<file path="src/rtl/ram_arb_pkg.sv">
// Shared types for the single-port RAM arbiter and its round-robin picker.
package ram_arb_pkg;

  typedef enum logic [0:0] {
    IDLE   = 1'b0,
    ACCESS = 1'b1
  } state_e;

  // Requester ids never shrink below one bit, even for a two-way arbiter.
  function automatic int id_width(input int n);
    return (n <= 2) ? 1 : $clog2(n);
  endfunction

endpackage

</file>
<file path="src/rtl/ram_arbiter_rr_pick.sv">
// Combinational round-robin picker: first set request after last_i, wrapping to 0.
module rr_pick #(
  parameter int NUM_REQ = 2,
  parameter int ID_W    = 1
) (
  input  logic [NUM_REQ-1:0] req_i,
  input  logic [ID_W-1:0]    last_i,
  output logic [NUM_REQ-1:0] grant_o,
  output logic [ID_W-1:0]    id_o,
  output logic               any_o
);

  int            idx_s;
  logic [ID_W-1:0] cand_s;

  // Scan every requester once, starting just after the previous winner.
  always_comb begin
    grant_o = '0;
    id_o    = '0;
    any_o   = 1'b0;
    idx_s   = 0;
    cand_s  = '0;
    for (int off = 1; off <= NUM_REQ; off++) begin
      idx_s = int'(last_i) + off;
      if (idx_s >= NUM_REQ) begin
        idx_s = idx_s - NUM_REQ;
      end else begin
        idx_s = idx_s;
      end
      cand_s = ID_W'(idx_s);
      if (!any_o && req_i[cand_s]) begin
        grant_o[cand_s] = 1'b1;
        id_o            = cand_s;
        any_o           = 1'b1;
      end else begin
        any_o = any_o;
      end
    end
  end

endmodule

</file>
<file path="src/rtl/ram_arbiter.sv">
// Round-robin sequencer sharing one single-port RAM among NUM_REQ requesters;
// one RAM cycle per accepted request, response pulse on the following cycle.
module ram_arbiter
  import ram_arb_pkg::*;
#(
  parameter int NUM_REQ    = 2,
  parameter int ADDR_WIDTH = 4,
  parameter int DATA_WIDTH = 8
) (
  input  logic                          clk,
  input  logic                          rst_l,
  input  logic [NUM_REQ-1:0]            req_valid,
  input  logic [NUM_REQ-1:0]            req_wr,
  input  logic [NUM_REQ*ADDR_WIDTH-1:0] req_addr,
  input  logic [NUM_REQ*DATA_WIDTH-1:0] req_wdata,
  output logic [NUM_REQ-1:0]            req_ready,
  output logic [NUM_REQ-1:0]            rsp_valid,
  output logic [DATA_WIDTH-1:0]         rsp_rdata,
  output logic                          ram_wr,
  output logic [ADDR_WIDTH-1:0]         ram_addr,
  output logic [DATA_WIDTH-1:0]         ram_wdata,
  input  logic [DATA_WIDTH-1:0]         ram_rdata,
  output logic                          busy
);

  localparam int                 ID_W     = id_width(NUM_REQ);
  localparam logic [NUM_REQ-1:0] ONE_HOT0 = NUM_REQ'(1);
  localparam logic [ID_W-1:0]    LAST_RST = ID_W'(NUM_REQ - 1);

  state_e                  state_q;
  logic [ID_W-1:0]         last_q;
  logic [ID_W-1:0]         id_q;
  logic                    ram_wr_q;
  logic [ADDR_WIDTH-1:0]   ram_addr_q;
  logic [DATA_WIDTH-1:0]   ram_wdata_q;
  logic [NUM_REQ-1:0]      rsp_valid_q;
  logic [DATA_WIDTH-1:0]   rsp_rdata_q;
  logic                    busy_q;

  logic [NUM_REQ-1:0]      grant_s;
  logic [ID_W-1:0]         pick_id_s;
  logic                    any_s;
  logic                    win_wr_s;
  logic [ADDR_WIDTH-1:0]   win_addr_s;
  logic [DATA_WIDTH-1:0]   win_wdata_s;

  rr_pick #(
    .NUM_REQ (NUM_REQ),
    .ID_W    (ID_W)
  ) u_pick (
    .req_i   (req_valid),
    .last_i  (last_q),
    .grant_o (grant_s),
    .id_o    (pick_id_s),
    .any_o   (any_s)
  );

  assign win_wr_s    = req_wr[pick_id_s];
  assign win_addr_s  = req_addr[int'(pick_id_s)*ADDR_WIDTH +: ADDR_WIDTH];
  assign win_wdata_s = req_wdata[int'(pick_id_s)*DATA_WIDTH +: DATA_WIDTH];

  // Ready is only offered while idle, so the winner's fields are latched exactly once.
  assign req_ready = (state_q == IDLE) ? grant_s : '0;

  assign rsp_valid = rsp_valid_q;
  assign rsp_rdata = rsp_rdata_q;
  assign ram_wr    = ram_wr_q;
  assign ram_addr  = ram_addr_q;
  assign ram_wdata = ram_wdata_q;
  assign busy      = busy_q;

  // Two-state sequencer; RAM pins come straight from registers, never from req_*.
  always_ff @(posedge clk or negedge rst_l) begin
    if (!rst_l) begin
      state_q     <= IDLE;
      last_q      <= LAST_RST;
      id_q        <= '0;
      ram_wr_q    <= 1'b0;
      ram_addr_q  <= '0;
      ram_wdata_q <= '0;
      rsp_valid_q <= '0;
      rsp_rdata_q <= '0;
      busy_q      <= 1'b0;
    end else begin
      case (state_q)
        IDLE: begin
          rsp_valid_q <= '0;
          if (any_s) begin
            state_q     <= ACCESS;
            busy_q      <= 1'b1;
            id_q        <= pick_id_s;
            last_q      <= pick_id_s;
            ram_wr_q    <= win_wr_s;
            ram_addr_q  <= win_addr_s;
            ram_wdata_q <= win_wdata_s;
          end else begin
            state_q <= IDLE;
            busy_q  <= 1'b0;
          end
        end
        ACCESS: begin
          state_q     <= IDLE;
          busy_q      <= 1'b0;
          ram_wr_q    <= 1'b0;
          ram_addr_q  <= '0;
          ram_wdata_q <= '0;
          rsp_valid_q <= ONE_HOT0 << id_q;
          // The RAM floats its data bus during a write, so writes answer with zero.
          if (ram_wr_q) begin
            rsp_rdata_q <= '0;
          end else begin
            rsp_rdata_q <= ram_rdata;
          end
        end
        default: begin
          state_q     <= IDLE;
          busy_q      <= 1'b0;
          ram_wr_q    <= 1'b0;
          ram_addr_q  <= '0;
          ram_wdata_q <= '0;
          rsp_valid_q <= '0;
        end
      endcase
    end
  end

endmodule

</file>
<file path="config.mk">
export PLATFORM = sky130hd
export DESIGN_NAME = ram_arbiter
export DESIGN_NICKNAME = d
export VERILOG_FILES = /design/src/rtl/ram_arb_pkg.sv /design/src/rtl/ram_arbiter_rr_pick.sv /design/src/rtl/ram_arbiter.sv
export SDC_FILE = /design/constraint.sdc
export NUM_CORES = 1
export LEC_CHECK = 0
export CORE_ASPECT_RATIO = 1.4
export CORE_UTILIZATION = 37
export CTS_BUF_LIST = sky130_fd_sc_hd__clkbuf_4 sky130_fd_sc_hd__clkbuf_8 sky130_fd_sc_hd__clkbuf_16
export CTS_CLUSTER_SIZE = 24
export DETAILED_ROUTE_END_ITERATION = 8
export MAX_ROUTING_LAYER = met4
export PLACE_DENSITY = 0.79
export SLEW_MARGIN = 10
export SYNTH_ARGS = -nofsm -noshare
export SYNTH_HDL_FRONTEND = slang
export SYNTH_SLANG_ARGS = --single-unit
</file>
<file path="constraint.sdc">
create_clock -name clk -period 1.6 [get_ports clk]
set_input_delay 0.48 -clock clk [delete_from_list [all_inputs] [get_ports clk]]
set_output_delay 0.48 -clock clk [all_outputs]
set_load 0.02 [all_outputs]
</file>
==> results of run 1 <==
[cell usage after synthesis, types with 2 or more instances]
library cell   n  area (µm²)
dfrtp_1       25       625.6
and2_1        14       87.58
a221o_1       13       130.1
inv_1          9       33.78
nand2_1        9       33.78
o21ai_0        9       45.04
nand2b_1       3       18.77
a21oi_2        2       17.52
buf_2          2       10.01
nor2_1         2       7.510
nor2b_1        2       12.51
[routing by layer]
| layer | vias up | wire length, µm | global-route usage (%) |
|---|---|---|---|
| met5 | - | 0 | - |
| met4 | 0 | 37 | 7.292 |
| met3 | 4 | 194 | 2.186 |
| met2 | 41 | 1478 | 34.25 |
| met1 | 480 | 1122 | 22.06 |
| li1 | 467 | - | - |
[worst paths after layout]
path                                   start      endpoint  slack, ns  depth (start not counted)
min in group asynchronous              rst_l  rsp_rdata[6]       0.50                          2
max in group asynchronous              rst_l        last_q       0.86                          2
worst max register to register          busy   ram_addr[0]       0.06                          4
worst min-delay path                    id_q  rsp_valid[0]       0.45                          1
worst max-delay path            req_valid[1]  req_ready[1]      -0.08                          4
worst min register to register          id_q  rsp_valid[0]       0.45                          1
[stage by stage]
stage / area (µm²) / instances / utilization [%]
3_5_place_dp: 1775 / 195 / 65.82
5_1_grt: 1808 / 200 / 67.02
2_1_floorplan: 1077 / 95 / -
3_3_place_gp: 1775 / 195 / 65.82
4_1_cts: 1769 / 199 / 65.58
6_report: 1808 / 200 / 67.02
[sequential cells by signal (all words and copies together), names as in the netlist]
register   count
ram_wr         1
id_q           1
busy           1
rsp_valid      2
ram_wdata      8
ram_addr       4
rsp_rdata      8
last_q         1
[kinds of logic (layout without fill, tap and decap cells)]
group | Yosys count | after routing
and+or+nand+nor | 31 | 31
DFF | 26 | 26
AOI/OAI and AO/OA | 25 | 25
buffers and inverters | 13 | 82
[worst register-to-register path, delay by kind of cell, from the launching register on]
family / cells / cell delay, ns
AOI/OAI and AO/OA: 1 / 0.11
buffers and inverters: 1 / 0.20
DFF: 1 / 0.43
and+or+nand+nor: 2 / 0.73
[area by class of cell]
| type | count | share of cell area [%] |
|---|---|---|
| clock buffers | 4 | 1.661 |
| multi-input cells | 56 | 21.66 |
| well taps | 36 | 2.491 |
| flip-flops and latches | 26 | 36.06 |
| repair buffers | 69 | 36.26 |
| inverters | 9 | 1.869 |
[where the power goes]
part	internal [mW]	leakage (nW)	total [mW]	switching, mW
Combinational	0.296	0.532	0.622	0.327
Sequential	0.772	0.330	0.827	0.0544
Clock	0.114	0.0184	0.292	0.178
Total	1.18	0.880	1.74	0.559
[what timing repair did]
action | in CTS | in global routing
setup endpoints to repair | 39 | 16
pin swaps | 1 | 0
resized for setup | 41 | 6
hold buffers | 0 | 0
setup buffers | 0 | 1
hold endpoints to repair | 0 | 0
==> impl_metrics.yaml, run 1 <==
timing:
  layout_setup_ws_ns: -0.08159
  rsz0062_at_grt: "true"
  hold_viol: 0
  worst_clock_skew_ns: 0.01311
  setup_viol_count_final: 3
  tightestPinTransition_ns: 0.6445
  fin_crit_sh_pct: 105.1
  report.final.slew_viol_count: 0
  max-slew-margin-rel_pct: 56.80
  fmax_ghz: 0.5947
  fin_tns_setup_ns: -0.1423
  fin_crit_ns: 1.682
  hold_ws_ns: 0.4539
drt:
  routed_via_density: 4.960
  wl_um: 2832
  wl_per_cell_um: 14.16
  drc_errors: 0
  antenna_left: 0
  vias: 992
  drt_iter0_markers: 15
  drtPass1Iterations: 4
cells_and_area:
  final_common_cell: "clkdlybuf4s50_1"
  multiInputGateArea_um2: 391.6
  syn2layout_area_growth_pct: 68.22
  final_nets: 203
  drive_gt1_share_pct: 12.20
  fillers: 228
  antenna-diode-count: 0
  regArea_um2: 651.9
  layout_common_cells: "clkdlybuf4s50_1 (35), dfrtp_1 (25), dlygate4sd2_1 (24)"
run_status:
  status: "complete, but fails checks"
  violations: "negative setup slack"
worst_setup_path:
  cp-end-kind: "output pin"
  crit_family: "buffers and inverters"
  crit_chain: "clkdlybuf4s15_1 > nand2b_4 > a21oi_2 > buf_6"
  max_stage_delay_ns: 0.33
  crit_path_start_kind: "primary input"
  crit_required_ns: 1.12
  worstSetupPathType: "primary input to output pin"
  crit_fanout: 4
  cp.arrival_ns: 1.20
  critical_path_buf_inv_count: 2
  crit_slowest_cell: "clkdlybuf4s15_1"
global_routing:
  grt_use_total_pct: 19.61
  grt_max_degree: 27
  grt_pass1_wl_um: 4222
  antenna_found_initial: 0
  grt-ovfl-total: 0
  first_global_vias: 953
cts:
  path_clk_slew_ns: 0.14
  numCtsBuffers: 3
  htree_levels: 1
  cts-root-buf: "clkbuf_4"
  cts_tree: "done"
  cts.path.max_buffers: 2
  clk_latency_ns: 0.31
  cts_sinks: 26
placed_design:
  place_ws_ns: -0.7729
  port_buffers: 63
  routabilityCongestion: 0.7746
  dpl.hpwl_um: 2112
synthesis:
  synth_fp_nets: 133
  synthSimpleGateAreaFrac_pct: 15.37
  synthFlopType: "dfrtp_1"
  synth_area_mm2: 0.001075
  synth-xor-area-share_pct: 0
  syn_inst: 95
  synth_cell_type_count: 16
  ys_warn_count: 0
  synth_edf_count: 0
  synth.yosys.seq_area_share_pct: 60.65
  synthAdderAreaFrac_pct: 0
  synth_top_family_by_area: "compound AO/OA/AOI/OAI gates"
  synth_seq_cells: 26
  avgSynthCellArea_um2: 11.31
  synth_compound_area_share_pct: 18.51
  synthMuxAreaShare_pct: 0
  async_reset_ff_share_pct: 100.0
floorplan:
  dieHeight_um: 65.77
  core_area_mm2: 0.002698
  die_area_mm2: 0.003127
  die_x_um: 47.55
  num_rows: 22
  io_pins: 64
  initial_core_util_pct: 39.84
power:
  power_leakage_nw: 0.8801
  fin_total_pwr_mw: 1.741
  ir_drop_mv: 0.6330
  power.density_mw_per_mm2: 962.9
min_path:
  min_path_type: "flip-flop to flip-flop"
flow_run:
  drv_cap: 0
Power figures use the tool's default switching activity.
==> run 2: changes to the inputs <==
CORE_MARGIN = 3   (was unset)
==> run 2 against run 1 <==
  * The flow still finishes with violations (negative setup slack)
  * Sequential share of layout area down 0.30 points
  * Clock power up 11%
  * First-iteration DRC count down 60%
  * Maximum frequency down 1.7%
  * Final cell count up 1.0%
  * Global-route usage down 0.11 points
  * Final area up 1.0%
  * Routed wire length up 10%
  * Sequential power up 0.6%
  * Register-to-register slack better by 0.18 ns
  * Via count up 0.81%
==> impl_metrics.yaml, run 2 (synthesis gave the netlist of run 1 again) <==
timing:
  max-slew-margin-rel_pct: 60.06
  fin_crit_sh_pct: 106.9
  worst_clock_skew_ns: 0.004695
  fin_crit_ns: 1.711
  tightestPinTransition_ns: 0.5958
  layout_setup_ws_ns: -0.1106
  report.final.slew_viol_count: 0
  setup_viol_count_final: 2
  hold_viol: 0
  fmax_ghz: 0.5846
  rsz0062_at_grt: "true"
cells_and_area:
  final_nets: 205
  final_cells: 202
  antenna-diode-count: 0
  stdcell_area_mm2: 0.001827
  layout_common_cells: "clkdlybuf4s50_1 (35), dfrtp_1 (24), dlygate4sd2_1 (24)"
  syn2layout_area_growth_pct: 69.96
  final_common_cell: "clkdlybuf4s50_1"
  drive_gt1_share_pct: 14.46
  fillers: 239
  fin_util_pct: 67.72
floorplan:
  dieHeight_um: 69.77
  die_area_mm2: 0.003597
  core_area_mm2: 0.002698
  die_x_um: 51.55
  num_rows: 22
  initial_core_util_pct: 39.84
  io_pins: 64
drt:
  drt_iter0_markers: 6
  vias: 1000
  wl_um: 3124
  drtPass1Iterations: 2
  wl_per_cell_um: 15.47
  drc_errors: 0
  antenna_left: 0
  routed_via_density: 4.950
power:
  switching_share_pct: 32.23
  internal_power_mw: 1.210
  power_leakage_nw: 0.8877
  power.density_mw_per_mm2: 977.1
  power_frac_clock_pct: 18.2
  power.switching_uw: 575.3
  fin_total_pwr_mw: 1.785
  ir_drop_mv: 0.7464
  seqPwrFrac_pct: 46.6
  power_frac_comb_pct: 35.2
cts:
  cts.path.max_buffers: 2
  cts-root-buf: "clkbuf_4"
  path_clk_slew_ns: 0.14
  clk_latency_ns: 0.31
  cts_tree: "done"
  htree_levels: 1
  cts_sinks: 26
  numCtsBuffers: 3
worst_setup_path:
  cp-end-kind: "output pin"
  crit_slowest_cell: "dlygate4sd2_1"
  crit_fanout: 3
  max_stage_delay_ns: 0.29
  cp.arrival_ns: 1.23
  critical_path_buf_inv_count: 3
  worstSetupPathType: "primary input to output pin"
  crit_required_ns: 1.12
  crit_family: "buffers and inverters"
  crit_chain: "dlygate4sd2_1 > buf_4 > a21oi_4 > buf_6"
  crit_path_start_kind: "primary input"
global_routing:
  grt_max_degree: 16
  antenna_found_initial: 0
  grt_pass1_wl_um: 5188
  first_global_vias: 1088
  grt-ovfl-total: 0
  grt_use_total_pct: 19.50
placed_design:
  place_area_mm2: 0.001785
  place_ws_ns: -0.7647
  routabilityCongestion: 0.8161
  place_inst: 198
  port_buffers: 63
  dpl.hpwl_um: 2463
min_path:
  min_path_type: "primary input to async pin"
run_status:
  status: "complete, but fails checks"
  violations: "negative setup slack"
flow_run:
  drv_cap: 0
## run 2: cell types whose count changed in the layout (fill, tap and decap cells not counted), sizes merged
cell           delta
clkdlybuf4s15     -1
clkbuf            +1
buf               +2
## run 2: layer usage
layer  part of all wire (%)  global-route usage [%]
met3                    5.2                   2.366
met2                     53                   32.44
met5                      0                       -
met4                    1.9                   9.038
met1                     39                   22.85
## run 2: power groups by stage
stage	Clock, mW	Sequential [mW]	Combinational [mW]
after floorplan	0	0.969	0.165
after global placement	0	0.842	0.663
after detailed placement	0	0.847	0.678
after CTS	0.330	0.832	0.631
after global routing	0.358	0.852	0.681
final	0.325	0.832	0.628
## run 2: area by class of cell
cell class / count / area (µm²) / area share, %
clock buffer: 4 / 36.28 / 1.986
inverter: 9 / 33.78 / 1.849
multi-input combinational: 56 / 399.1 / 21.85
sequential: 26 / 653.1 / 35.75
tap: 36 / 45.04 / 2.466
timing repair buffer: 71 / 659.4 / 36.10
## run 2: worst reg2reg max path: stages (launching register included)
cell and delay [ns]:
dfstp_2 0.57, buf_4 0.13, a21oi_4 0.06, buf_4 0.18, a221o_1 0.31
## run 2: worst paths after layout
path,from,to,slack [ns],cells past startpoint
max in group asynchronous,rst_l,ram_wdata[3],0.68,2
setup / recovery,req_valid[1],req_ready[0],-0.11,4
min in group clk,id_q,rsp_valid[0],0.46,1
setup reg to reg,last_q,ram_wdata[0],0.24,4
hold / removal,rst_l,id_q,0.41,1
hold reg to reg,id_q,rsp_valid[0],0.46,1
## run 2: stage by stage
stage | hold WS [ns] | TNS [ns]
5_1_grt | 0.3943 | -0.5739
3_5_place_dp | 0.4411 | -11.09
4_1_cts | 0.4075 | -0.2279
2_1_floorplan | 0.1844 | 0
3_3_place_gp | 0.4259 | -9.960
6_report | 0.4139 | -0.2038
## run 2: timing repair
item | CTS | global route
gates resized for setup | 47 | 6
setup buffers | 0 | 1
hold buffers | 0 | 0
setup endpoints to repair | 39 | 15
cloned | 0 | 0
pin swaps | 0 | 1
==> run 3: changes to the inputs <==
HOLD_SLACK_MARGIN = 0.12   (was unset)
==> results of run 3 <==
Final layout, timing and power as in run 2 (identical DEF).
